### src/rtl/cpu_pkg.sv
// Shared CPU definitions: opcode map, fetch FSM state encoding, decode helpers.
package cpu_pkg;

    localparam int unsigned OPC_W    = 4;
    localparam int unsigned OPND_W   = 4;
    localparam int unsigned RETIRE_W = 16;

    // Assigned opcodes; 4'h9 and 4'hE are intentionally left unassigned.
    localparam logic [OPC_W-1:0] OP_NOP  = 4'h0;
    localparam logic [OPC_W-1:0] OP_ADD  = 4'h1;
    localparam logic [OPC_W-1:0] OP_SUB  = 4'h2;
    localparam logic [OPC_W-1:0] OP_AND  = 4'h3;
    localparam logic [OPC_W-1:0] OP_OR   = 4'h4;
    localparam logic [OPC_W-1:0] OP_XOR  = 4'h5;
    localparam logic [OPC_W-1:0] OP_LDI  = 4'h6;
    localparam logic [OPC_W-1:0] OP_JMP  = 4'h7;
    localparam logic [OPC_W-1:0] OP_BRZ  = 4'h8;
    localparam logic [OPC_W-1:0] OP_LD   = 4'hA;
    localparam logic [OPC_W-1:0] OP_ST   = 4'hB;
    localparam logic [OPC_W-1:0] OP_MOV  = 4'hC;
    localparam logic [OPC_W-1:0] OP_JR   = 4'hD;
    localparam logic [OPC_W-1:0] OP_HALT = 4'hF;

    typedef enum logic [1:0] {
        ST_FETCH   = 2'd0,
        ST_DECODE  = 2'd1,
        ST_EXEC    = 2'd2,
        ST_HALTED  = 2'd3
    } fetch_state_e;

    // True for the opcode slots that have no instruction behind them.
    function automatic logic is_illegal_op(input logic [OPC_W-1:0] op);
        return (op == 4'b1001) || (op == 4'b1110);
    endfunction

endpackage

### src/rtl/pc_next_calc.sv
// Next-PC selection: jump target (PC + offset), PC + 1, or hold. Purely combinational.
module pc_next_calc
    import cpu_pkg::*;
#(
    parameter int unsigned PC_W = 8
) (
    input  logic [PC_W-1:0]   PC,
    input  logic [PC_W-1:0]   RegData,
    input  logic [OPND_W-1:0] Operand,
    input  logic              SelPC,
    input  logic              LoadPC,
    input  logic              IncPC,
    output logic [PC_W-1:0]   NextPC
);

    logic [PC_W-1:0] offset_c;

    // Jump wins over increment; all sums wrap modulo 2^PC_W.
    always_comb begin
        offset_c = SelPC ? {{(PC_W-OPND_W){Operand[OPND_W-1]}}, Operand} : RegData;
        NextPC   = PC;
        if (LoadPC) begin
            NextPC = PC + offset_c;
        end else if (IncPC) begin
            NextPC = PC + PC_W'(1);
        end
    end

endmodule

### src/rtl/instr_fetch_unit.sv
// Instruction fetch unit: FETCH/DECODE/EXEC/HALTED sequencing, PC and IR ownership.
// Optional retired-instruction counter enabled by macro INSTR_FETCH_RETIRE_CNT_EN.
module instr_fetch_unit
    import cpu_pkg::*;
#(
    parameter int unsigned PC_W = 8,
    parameter int unsigned IR_W = 8
) (
    input  logic                Clk,
    input  logic                reset,
    input  logic                LoadIR,
    input  logic                IncPC,
    input  logic                SelPC,
    input  logic                LoadPC,
    input  logic [PC_W-1:0]     RegData,
    input  logic [IR_W-1:0]     ImemRdata,
    input  logic                ImemValid,
    output logic                ImemReq,
    output logic [PC_W-1:0]     ImemAddr,
    output logic [OPC_W-1:0]    Opcode,
    output logic [OPND_W-1:0]   Operand,
    output logic [PC_W-1:0]     PC,
    output logic                Halted,
    output logic                IllegalOp,
    output logic [RETIRE_W-1:0] RetiredCount
);

    fetch_state_e    state_q;
    logic [PC_W-1:0] pc_q;
    logic [PC_W-1:0] pc_d;
    logic [IR_W-1:0] ir_q;
    logic            req_q;
    logic            halted_q;
    logic            illegal_q;

    pc_next_calc #(
        .PC_W (PC_W)
    ) u_pc_next_calc (
        .PC      (pc_q),
        .RegData (RegData),
        .Operand (ir_q[3:0]),
        .SelPC   (SelPC),
        .LoadPC  (LoadPC),
        .IncPC   (IncPC),
        .NextPC  (pc_d)
    );

    // Fetch sequencer; ImemReq/Halted are registered alongside the state they reflect.
    always_ff @(posedge Clk) begin
        if (reset) begin
            state_q   <= ST_FETCH;
            pc_q      <= '0;
            ir_q      <= '0;
            req_q     <= 1'b0;
            halted_q  <= 1'b0;
            illegal_q <= 1'b0;
        end else begin
            case (state_q)
                ST_FETCH: begin
                    // First cycle out of reset raises the request; valid only counts while requesting.
                    if (!req_q) begin
                        req_q <= 1'b1;
                    end else if (ImemValid) begin
                        ir_q    <= ImemRdata;
                        req_q   <= 1'b0;
                        state_q <= ST_DECODE;
                    end
                end
                ST_DECODE: begin
                    if (is_illegal_op(ir_q[7:4])) begin
                        illegal_q <= 1'b1;
                        halted_q  <= 1'b1;
                        state_q   <= ST_HALTED;
                    end else begin
                        state_q <= ST_EXEC;
                    end
                end
                ST_EXEC: begin
                    pc_q <= pc_d;
                    if (LoadIR) begin
                        req_q   <= 1'b1;
                        state_q <= ST_FETCH;
                    end else begin
                        halted_q <= 1'b1;
                        state_q  <= ST_HALTED;
                    end
                end
                ST_HALTED: begin
                    state_q <= ST_HALTED;
                end
                default: begin
                    state_q <= ST_FETCH;
                end
            endcase
        end
    end

`ifdef INSTR_FETCH_RETIRE_CNT_EN
    logic [RETIRE_W-1:0] retired_q;

    // Saturating count of EXEC cycles since reset.
    always_ff @(posedge Clk) begin
        if (reset) begin
            retired_q <= '0;
        end else if ((state_q == ST_EXEC) && (retired_q != {RETIRE_W{1'b1}})) begin
            retired_q <= retired_q + RETIRE_W'(1);
        end
    end

    assign RetiredCount = retired_q;
`else
    assign RetiredCount = '0;
`endif

    assign ImemReq   = req_q;
    assign ImemAddr  = pc_q;
    assign PC        = pc_q;
    assign Opcode    = ir_q[7:4];
    assign Operand   = ir_q[3:0];
    assign Halted    = halted_q;
    assign IllegalOp = illegal_q;

endmodule

### config.mk
export PLATFORM = sky130hd
export DESIGN_NAME = instr_fetch_unit
export DESIGN_NICKNAME = d
export VERILOG_FILES = /design/src/rtl/cpu_pkg.sv /design/src/rtl/pc_next_calc.sv /design/src/rtl/instr_fetch_unit.sv
export SDC_FILE = /design/constraint.sdc
export NUM_CORES = 1
export LEC_CHECK = 0
export BUFFER_PORTS_ARGS = -buffer_cell sky130_fd_sc_hd__buf_2
export CAP_MARGIN = 20
export CORE_MARGIN = 2
export CORE_UTILIZATION = 46
export CTS_CLUSTER_DIAMETER = 80
export DETAILED_ROUTE_END_ITERATION = 10
export PLACE_DENSITY = 0.79
export SYNTH_ARGS = -nofsm -noshare
export SYNTH_HDL_FRONTEND = slang
export SYNTH_SLANG_ARGS = --single-unit
### constraint.sdc
create_clock -name Clk -period 2.8 [get_ports Clk]
set_input_delay 0.14 -clock Clk [delete_from_list [all_inputs] [get_ports Clk]]
set_output_delay 0.14 -clock Clk [all_outputs]
set_load 0.02 [all_outputs]
* Word-level counts from Yosys, hierarchy flattened
Index checks and enable logic that the tools add are counted. Widths: inputs -> output; s select.
Storage, ports and cells: word-level logic and storage cells 44, bits in registers 21, output and inout bits 43, input port bits 23
Cells by class: $add $sub $neg 2, equality and inequality tests 10, reductions and logical operators 11, mux-type cells 15
Operator list (count):
- $mux 8 | 3
- $ne 2x2->1 const B | 5
- $add 8x1->8 const B | 1
- $add 8x8->8 | 1
- $eq 4x4->1 const B | 2
- $pmux 2 s4 | 1
- $reduce_and 2->1 | 4
- $mux 1 | 6
- $mux 2 | 3
- $reduce_and 3->1 | 2
- $reduce_bool 2->1 | 3
- $eq 2x2->1 const B | 2
- $pmux 1 s2 | 2
- $eq 2x1->1 const B | 1
- $logic_not 2->1 | 1
- $logic_or 1x1->1 | 1

* Longest topological paths before layout
depth after elaboration 4, depth in mapped cells 11, mapped depth without buffers 10

* By module
A second synthesis with hierarchy kept.
Unflattened totals: cell total of the unflattened synthesis 205, area, all modules 1640.3 um^2
By module, submodules not included:
- instr_fetch_unit | area an instance 960.9 um^2, cells each 110, seq. area each 420.4 um^2, times used 1
- pc_next_calc | area an instance 679.4 um^2, cells each 95, seq. area each 0.0 um^2, times used 1

* Least setup slack after synthesis
OpenSTA, ideal clock, no wires.
kind register to register, from reg ir_q[3], to reg pc_q[7], in the netlist ImemAddr[7], arrival time 2.056 ns, slack 0.622 ns, cell stages (with the launch flop) 9, path buffers 0, data required time 2.679 ns, period minus slack after synthesis 2.178 ns, cell sequence dfxtp_1 -> nand2_1 -> a21boi_0 -> ha_1 -> a21o_1 -> a31o_1 -> o21a_1 -> nor3_2 -> mux2_4
On the way: cells in the longest elaborated chain, start to end 3
RTL lines:
- start, declared | line instr_fetch_unit.sv:31 | logic [IR_W-1:0] ir_q;
- start signal, assigned | line instr_fetch_unit.sv:64 | ir_q <= ImemRdata;
- $mux 8 | line pc_next_calc.sv:20 | offset_c = SelPC ? {{(PC_W-OPND_W){Operand[OPND_W-1]}}, Operand} : RegData;
- $add 8x8->8 | line pc_next_calc.sv:23 | NextPC = PC + offset_c;
- $mux 8 | line pc_next_calc.sv:22 | if (LoadPC) begin
- end signal, assigned | line instr_fetch_unit.sv:79 | pc_q <= pc_d;
- end, declared | line instr_fetch_unit.sv:29 | logic [PC_W-1:0] pc_q;
Every way passes these cells. A chain may end at the register's enable or synchronous reset.

* Worst setup path after layout
Ends and elaborated chain as after synthesis.

==> run metrics <==
FP Rows 20; first-pass GRT wire length around 4500 um; min Tclk post-route 2.23 ns; final number of hold-violating endpoints 0; WL final 2850 um; CTS Buf Count 3; crit path DAT 2.46 ns; critical hold path startpoint ImemRdata[0]; DR vias 1232; CTS tree built; synthesis-to-layout area growth 11.1%; Max VDD drop 0.315 mV; vias in the first global route approximately 1100; status complete, no violations; most frequent cells in the layout buf_2, nand2_1, dfxtp_1, conb_1, a21oi_1; Seq cells post-synth 21; Final Setup Violations 0; n_diodes 0; number of gates resized after cts 0; Slew Limit Fails 0; Reg-to-Reg Start ir_q[3]$_SDFFE_PP0P_; post-route ant nets 0; share of post-route cells with drive strength above 1 a little over a quarter; r2r setup slk 0.57 ns; RePlAce Congestion 0.828; fin worst setup slack 0.565 ns; Worst setup EP type flip-flop; initial antenna violation count 0; Sink Count 21; clk slew on worst S/H paths 0.13 ns; Bufs and invs on worst path 0; Leak 0.788 nW; full die area 3500 um2; Layout Nets approximately 240; # hold bufs at CTS 0; Post-synth EDFFs 0; area of the multi-input gates 801 um2; crit-path cells nand2_1, a21boi_0, ha_1, a21o_1, a31o_1, o21a_1, nor3_2, mux2_4; Yosys Warn Count 0; initial core utilization 47.1%; storage element area 420 um2; non-filler instance count after layout between 200 and 250; crit share post-route roughly four fifths; IO Pins 66; largest net degree at the start of global routing 25; synthesized area 1400 um2; dpl hpwl between 2000 and 2500 um; Worst Setup SP ir_q[3]$_SDFFE_PP0P_; Congestion Overflow GR 0; Max Root-Sink Buffers 2; setup_tns 0 ns; sequential element share of the synthesized area 30.0%; Yosys cell types 43; Root Driver clkbuf_4; CP Max Fanout 6; drt first pass iters 5; CP max stage cell dfxtp_1; drt drc 0; worst skew pair latency 0.32 ns; filler cell count 304; ys async rst share 0%; critical path required time a little over 3 ns; Post-CTS Setup Inserts 0; CP delay by family, top compound AO/OA/AOI/OAI gates; Max-cap violations 0; Crit. path cell count 8; critical path launch point type flip-flop; Crit path largest cell delay 0.37 ns; via density per instance between 5 and 6; Placed Cells 241; Main synth FF type dfxtp_1; initial drt markers 29; fmax between 0.4 and 0.5 GHz; CTS H-tree depth 1; Reg2Reg Depth 8; DIE HEIGHT 59.2 um; HP Class in2reg; die width 59.2 um; number of cells on the worst hold path 3; gr usage total 17.0%; core region area approximately 3000 um2; Post-Place Worst Slack 0.617 ns; cells after synthesis 173; Final Core Density 52.3%; PortBufs a little under 50; synthesized area per cell ~8.1 um2; Clock Skew 0.00877 ns; Worst Setup Path Type reg2reg; PD cells a little under 400 nW/um2; RSZ-0062 raised after global routing no; commonest non-fill, non-tap cell in the layout buf_2; WL per Instance 11.6 um
## area by class of cell
cell class	instances	share of cell area (%)
Tap cell	33	2.65
Sequential cell	21	27.0
Inverter	5	1.21
Timing Repair Buffer	49	15.8
Clock inverter	1	0.482
Clock buffer	3	1.45
Multi-Input combinational cell	133	51.4
## through the flow
stage	instance area [um2]	hold WS, ns	power [mW]
finish	1560	0.0403	0.608
global placement	1530	0.383	0.454
CTS	1560	0.0262	0.619
floorplan	1460	0.273	0.438
detailed placement	1530	0.389	0.457
global route	1560	0.0210	0.645
## worst paths after layout
check | to
worst max-delay path | ImemAddr[7]$_SDFFE_PP0P_
worst min-delay path | ir_q[0]$_SDFFE_PP0P_
worst max register to register | ImemAddr[7]$_SDFFE_PP0P_
worst min register to register | ir_q[3]$_SDFFE_PP0P_
## power by group
group / switching, mW / internal (mW)
sequential: 0.0100 / 0.311
clock: 0.104 / 0.0546
combinational: 0.0842 / 0.0447
total: 0.198 / 0.410
## logic make-up (layout without fill, tap and decap cells)
logic type	count (synthesis)	count (layout)	synth area share, %
AND/OR/NAND/NOR	67	67	23.8
AO/OA/AOI/OAI	35	35	16.2
buffers and inverters	34	58	16.9
flip-flops	21	21	30.0
adder cells (fa/ha/maj)	8	8	7.68
multiplexers	4	4	3.30
XOR/XNOR	3	3	1.88
other	1	16	0.268
## tightest hold or removal path, stage by stage
cell	delay (ns)
buf_2	0.09
nand2_1	0.05
a21oi_1	0.05
## flip-flops by register name, indices dropped and copies added (netlist names)
name	count
Halted	1
ImemAddr	8
ImemReq	1
ir_q	8
IllegalOp	1
state_q	2
## layer usage
metal | GRT usage [%] | up-vias | part of all wire, %
met5 | 0 | - | 0
met4 | 6.82 | 0 | 2.5
met3 | 5.46 | 8 | 6.5
met2 | 29.0 | 45 | 49
met1 | 19.3 | 545 | 42
li1 | - | 634 | -
## cells in the mapped netlist, types with 2 or more instances
cell	number	area [um2]
nor3b_1	2	15.0
a21o_1	2	15.0
ha_1	7	87.6
o21a_1	3	22.5
nand3_1	4	20.0
xor2_1	2	17.5
mux2i_1	2	20.0
o211ai_1	2	15.0
a21boi_0	4	30.0
nor3_2	2	20.0
nand2b_1	5	31.3
o31ai_1	2	15.0
nand2_1	28	105
inv_1	5	18.8
nor2_1	12	45.0
nor3_1	3	15.0
a21oi_1	14	70.1
a31oi_1	3	18.8
buf_4	24	180
nor2b_1	2	12.5
dfxtp_1	21	420
clkbuf_1	2	7.51
nand4_1	2	12.5
Power figures use the tool's default switching activity.
